## src/rtl/axi_fifo_mcast_arbiter.sv

```systemverilog
// Multicast arbiter: captures one packet word and issues it once per destination queue
// set in its bitmap, skipping full queues, with fixed or round-robin queue ordering.
module axi_fifo_mcast_arbiter #(
    parameter int unsigned DATA_WIDTH = 202,
    parameter int unsigned NUM_QUEUES = 5,
    parameter int unsigned QID_WIDTH  = 3,
    parameter int unsigned RR_MODE    = 1
) (
    input  logic                  memclk,
    input  logic                  reset_n,
    input  logic [NUM_QUEUES-1:0] oq,
    input  logic                  din_valid,
    input  logic [DATA_WIDTH-1:0] din,
    output logic                  next_pkg_en,
    input  logic [NUM_QUEUES-1:0] queue_full,
    input  logic                  dout_ready,
    output logic                  dout_valid,
    output logic [QID_WIDTH-1:0]  queue_id,
    output logic [DATA_WIDTH-1:0] dout,
    output logic [15:0]           drop_count
);

    localparam int unsigned NQ = NUM_QUEUES;
    localparam int unsigned QW = QID_WIDTH;
    localparam int unsigned SW = QID_WIDTH + 1;
    localparam int unsigned DW = DATA_WIDTH;

    generate
        if (NUM_QUEUES > (1 << QID_WIDTH)) begin : g_qid_check
            $error("axi_fifo_mcast_arbiter: NUM_QUEUES does not fit in QID_WIDTH");
        end
    endgenerate

    logic [NQ-1:0]   pending, pending_n;
    logic [QW-1:0]   ptr, ptr_n;
    logic            dout_valid_n;
    logic [QW-1:0]   queue_id_n;
    logic [DW-1:0]   dout_n;
    logic [15:0]     drop_count_n;
    logic            next_pkg_en_n;
    logic            capture, handshake, load, found;
    logic [NQ-1:0]   mask, rot, served;
    logic [2*NQ-1:0] dbl;
    logic [QW-1:0]   start, off, sel;
    logic [SW-1:0]   sum;

    // Next-state: capture / handshake / retry decide whether a new selection is loaded
    always_comb begin
        pending_n    = pending;
        ptr_n        = ptr;
        dout_valid_n = dout_valid;
        queue_id_n   = queue_id;
        dout_n       = dout;
        drop_count_n = drop_count;
        load         = 1'b0;
        capture      = din_valid && next_pkg_en;
        handshake    = dout_valid && dout_ready;
        served       = NQ'(1) << queue_id;

        if (capture) begin
            if (oq == '0) begin
                if (drop_count != 16'hFFFF) drop_count_n = drop_count + 16'd1;
            end else begin
                pending_n = oq;
                dout_n    = din;
                load      = 1'b1;
            end
        end else if (handshake) begin
            pending_n = pending & ~served;
            if (RR_MODE != 0) begin
                ptr_n = (queue_id == QW'(NQ - 1)) ? '0 : queue_id + QW'(1);
            end
            load = 1'b1;
        end else if (pending != '0 && !dout_valid) begin
            load = 1'b1;
        end

        // Rotate the eligible mask so the search always starts at bit 0
        start = (RR_MODE != 0) ? ptr_n : '0;
        mask  = pending_n & ~queue_full;
        dbl   = {mask, mask};
        rot   = NQ'(dbl >> start);
        found = 1'b0;
        off   = '0;
        for (int i = int'(NQ) - 1; i >= 0; i--) begin
            if (rot[i]) begin
                found = 1'b1;
                off   = QW'(i);
            end
        end
        sum = SW'(start) + SW'(off);
        if (sum >= SW'(NQ)) sum = sum - SW'(NQ);
        sel = QW'(sum);

        if (load) begin
            dout_valid_n = found;
            if (found) queue_id_n = sel;
        end
        next_pkg_en_n = (pending_n == '0);
    end

    always_ff @(posedge memclk or negedge reset_n) begin
        if (!reset_n) begin
            pending     <= '0;
            ptr         <= '0;
            dout_valid  <= 1'b0;
            queue_id    <= '0;
            dout        <= '0;
            drop_count  <= '0;
            next_pkg_en <= 1'b0;
        end else begin
            pending     <= pending_n;
            ptr         <= ptr_n;
            dout_valid  <= dout_valid_n;
            queue_id    <= queue_id_n;
            dout        <= dout_n;
            drop_count  <= drop_count_n;
            next_pkg_en <= next_pkg_en_n;
        end
    end

endmodule

```

## config.mk

```make
export PLATFORM = sky130hd
export DESIGN_NAME = axi_fifo_mcast_arbiter
export DESIGN_NICKNAME = d
export VERILOG_FILES = /design/src/rtl/axi_fifo_mcast_arbiter.sv
export SDC_FILE = /design/constraint.sdc
export NUM_CORES = 1
export LEC_CHECK = 0
export ABC_AREA = 1
export BUFFER_PORTS_ARGS = -buffer_cell sky130_fd_sc_hd__buf_2
export CORE_MARGIN = 2
export CORE_UTILIZATION = 35
export DETAILED_ROUTE_END_ITERATION = 12
export PLACE_DENSITY = 0.59
export SLEW_MARGIN = 0
export SYNTH_ARGS = -nofsm -noshare
export SYNTH_HDL_FRONTEND = slang
export SYNTH_SLANG_ARGS = --single-unit
```

## constraint.sdc

```tcl
create_clock -name memclk -period 4.4 [get_ports memclk]
set_input_delay 0.22 -clock memclk [delete_from_list [all_inputs] [get_ports memclk]]
set_output_delay 0.22 -clock memclk [all_outputs]
set_load 0.02 [all_outputs]
```

==> impl_metrics.toml <==
[run_status]
run_status = "completed"

[layout]
area.sequential_um2 = 5781
syn2layout_area_growth_pct = 56.15
final_util = 0.5514
drive_gt1_frac = 0.2974
nFillCells = 2482
finalNetCount = 1990
antennaDiodeCount = 0
multiInputGateArea_um2 = 3655

[place]
place_ws_ps = 403.0
dpl.hpwl_um = 20560
buffer_ports.inserted = 438
gp_congestion = 0.7708

[global_routing]
grt_start_max_net_pins = 109
via_count_of_the_first_global_routing_pass = 9824
number_of_antenna_violations_at_the_first_check_in_global_routing = 0
first_pass_grt_wire_length_um = 49380
grt.total_usage = 0.2082
grt.overflow.total = 0

[floorplan]
core_region_area_um2 = 27550
ios = 439
die-height_um = 170.7
std_cell_rows = 61
floorplan.initialDensity = 0.3531
floorplan.die.width_um = 170.7
design.die.area_um2 = 29150

[sta]
setup_total_negative_slack_ps = 0
postLayoutSetupSlackWorst_ps = 458.3
final.min_clock_period_ps = 3942
period_share = 0.8958
setup_viol = 0
final_worst_clock_skew_ps = 15.64
final-max-slew-violation-count = 0
fin_worst_hold_slack_ps = 59.06
maxClockFrequency_ghz = 0.2537
final_hold_fails = 0
worst-slew-pin-transition_ps = 1062
rsz_0062_raised_after_global_routing = "false"
slew_headroom = 0.2922

[worst_setup_path]
setup.worst_path.start_class = "flip-flop"
stage_delay_of_the_slowest_cell_on_the_critical_path_ps = 520
rrSetupSlack_ps = 460
worst_setup_path_end_kind = "flip-flop"
critPathBufInv = 4
series_of_cell_instances_along_the_critical_path = "inv_1 -> ha_1 -> nand2_1 -> nand2_1 -> o21ai_4 -> inv_4 -> nand2_1 -> nand3_1 -> nand2_1 -> nand2_1 -> nand2_1 -> nand2_1 -> a21oi_1 -> ha_1 -> inv_1 -> fa_1 -> ha_1 -> inv_1 -> nor2_1 -> o211ai_1 -> mux2i_1 -> nand3_1 -> nand2_1"
rr_startpoint = "queue_id[0]"
cp.required_ps = 4870
worstSetupPathDepth = 23
cpLargestDelayFamily = "adder cells"
path_max_fanout = 8
worstSetupStartpoint = "queue_id[0]"
worst_path_most_repeated_cell = "sky130_fd_sc_hd__nand2_1"
timing.critical_path.slowest_stage_cell = "sky130_fd_sc_hd__fa_1"
worst_ep_arrival_time_ps = 4410
crit_type = "reg -> reg"
cells_on_worst_reg2reg_path = 23

[clock_tree]
numClockSinks = 231
clock_tree.htree_level_count = 1
deepest_clock_path_buffer_count = 3
worst_setup_hold_path_clk_slew_ps = 60
cts_buf_count = 28
tritoncts_clock_tree = "done"
cts-root-buf = "sky130_fd_sc_hd__clkbuf_16"
worst_skew_pair.late_latency_ps = 540

[yosys]
synth_most_common_cell = "sky130_fd_sc_hd__nand2_1"
ys_top_cells_by_area = "sky130_fd_sc_hd__dfrtp_1 (59%), sky130_fd_sc_hd__nand2_1 (26%), sky130_fd_sc_hd__nand3_1 (2.3%)"
yosys-top-cells-count = "sky130_fd_sc_hd__nand2_1 (671), sky130_fd_sc_hd__dfrtp_1 (231), sky130_fd_sc_hd__nand3_1 (45)"
synth_top_cell_by_area = "sky130_fd_sc_hd__dfrtp_1"
synth-seq-cells = 231
synth.yosys.warnings = 0
ys_seq_area_frac = 0.5941
postSynth.asyncResetShare = 1.000
syn_inst = 1128
synthFlopType = "sky130_fd_sc_hd__dfrtp_1"
postSynthAreaPerCell_um2 = 8.625
syn-cell-area_um2 = 9729
synthDistinctLibCells = 41
synth_top_cell_area_share = 0.5941
synth_edf_count = 0
mappedNetlistNets = 1356

[routing]
drt.antenna.violating_nets = 0
routed_via_density = 4.446
drc = 0
drt_iter0_drc = 553
dr_total_vias = 9604
dr.pass1.iters = 5
wire_per_inst_um = 14.50
totalWireLength_um = 31320

[min_path]
hold_path_depth = 3
hold_start = "oq[2]"
worst_hold_path_type = "in -> reg"

[power_and_ir_drop]
power.density_cell_area_nw_per_um2 = 692.3
p_leak_nw = 8.503
max-vdd-ir-drop_mv = 0.4740

[run]
drv.max_cap_violation_count = 0
==> report_power, final <==
group          switching [mW]  internal [mW]
Sequential              0.507           3.05
Clock                   0.894           1.24
Combinational            3.14           1.69
Total                    4.54           5.97
==> timing repair <==
action	4_1_cts	5_1_grt
endpoints found under the hold margin	308	0
resized for setup	0	0
buffers inserted	0	2
hold buffers	203	0
setup endpoints to repair	0	2
==> state kept, by name, indices dropped and copies added, names as in the netlist <==
name and cells:
dout_valid 1, next_pkg_en 1, queue_id 3, drop_count 16
pending 5, ptr 3, dout 202
==> final cells by class <==
| cell class | count | area share |
|---|---|---|
| Tap cell | 378 | 0.03113 |
| Inverter | 30 | 0.008895 |
| Timing Repair Buffer | 649 | 0.2835 |
| Clock buffer | 43 | 0.05254 |
| Sequential cell | 231 | 0.3805 |
| Clock inverter | 7 | 0.002883 |
| Multi-Input combinational cell | 822 | 0.2406 |
==> path summary, 6_finish.rpt <==
path,end
min in group asynchronous,drop_count[9]
worst max-delay path,queue_id[1]
worst min-delay path,pending[2]
max in group asynchronous,dout[18]
worst min register to register,dout[178]
worst max register to register,queue_id[1]
==> cell families after synthesis <==
logic type / Yosys count / share of synthesized area
multiplexers: 2 / 0.002186
AND/OR/NAND/NOR: 776 / 0.3274
flip-flops: 231 / 0.5941
XOR/XNOR: 17 / 0.01530
buffers and inverters: 75 / 0.03112
AO/OA/AOI/OAI: 15 / 0.01363
adder cells (fa/ha/maj): 12 / 0.01620
==> layout by cell type (no fill, tap or decap), types with 3 or more instances in the layout <==
cell and count:
sky130_fd_sc_hd__xor2_1 11, sky130_fd_sc_hd__nor2_1 14, sky130_fd_sc_hd__dfrtp_1 231, sky130_fd_sc_hd__nand3_2 6, sky130_fd_sc_hd__inv_2 4, sky130_fd_sc_hd__dlygate4sd3_1 203, sky130_fd_sc_hd__nor3_1 3, sky130_fd_sc_hd__buf_2 437
sky130_fd_sc_hd__nand2_1 671, sky130_fd_sc_hd__inv_6 3, sky130_fd_sc_hd__nor2_2 6, sky130_fd_sc_hd__xnor2_1 6, sky130_fd_sc_hd__clkbuf_1 12, sky130_fd_sc_hd__inv_1 21, sky130_fd_sc_hd__clkinv_2 4, sky130_fd_sc_hd__ha_1 11
sky130_fd_sc_hd__nand4_1 8, sky130_fd_sc_hd__nand2_2 7, sky130_fd_sc_hd__o21ai_0 6, sky130_fd_sc_hd__buf_4 7, sky130_fd_sc_hd__nor2_4 3, sky130_fd_sc_hd__clkbuf_16 29, sky130_fd_sc_hd__nand3_1 45
==> metal layers <==
metal	track usage	vias to the layer above	wire length (um)
met2	0.3536	330	15040
met1	0.2593	4467	13050
met4	0.07061	0	1037
met3	0.05112	68	2181
li1	-	4739	-
met5	0	-	0
==> tightest hold or removal path: stages <==
cell	delay, ps
sky130_fd_sc_hd__buf_2	130
sky130_fd_sc_hd__nand2_1	70
sky130_fd_sc_hd__nand2_1	110
==> through the flow <==
stage | instances | total power [mW] | instance area, um2
floorplan | 1128 | 6.572 | 9729
global placement | 1905 | 8.169 | 12300
detailed placement | 1905 | 8.237 | 12300
CTS | 2158 | 10.58 | 15180
global route | 2160 | 11.31 | 15190
finish | 2160 | 10.52 | 15190
Power figures use the tool's default switching activity.
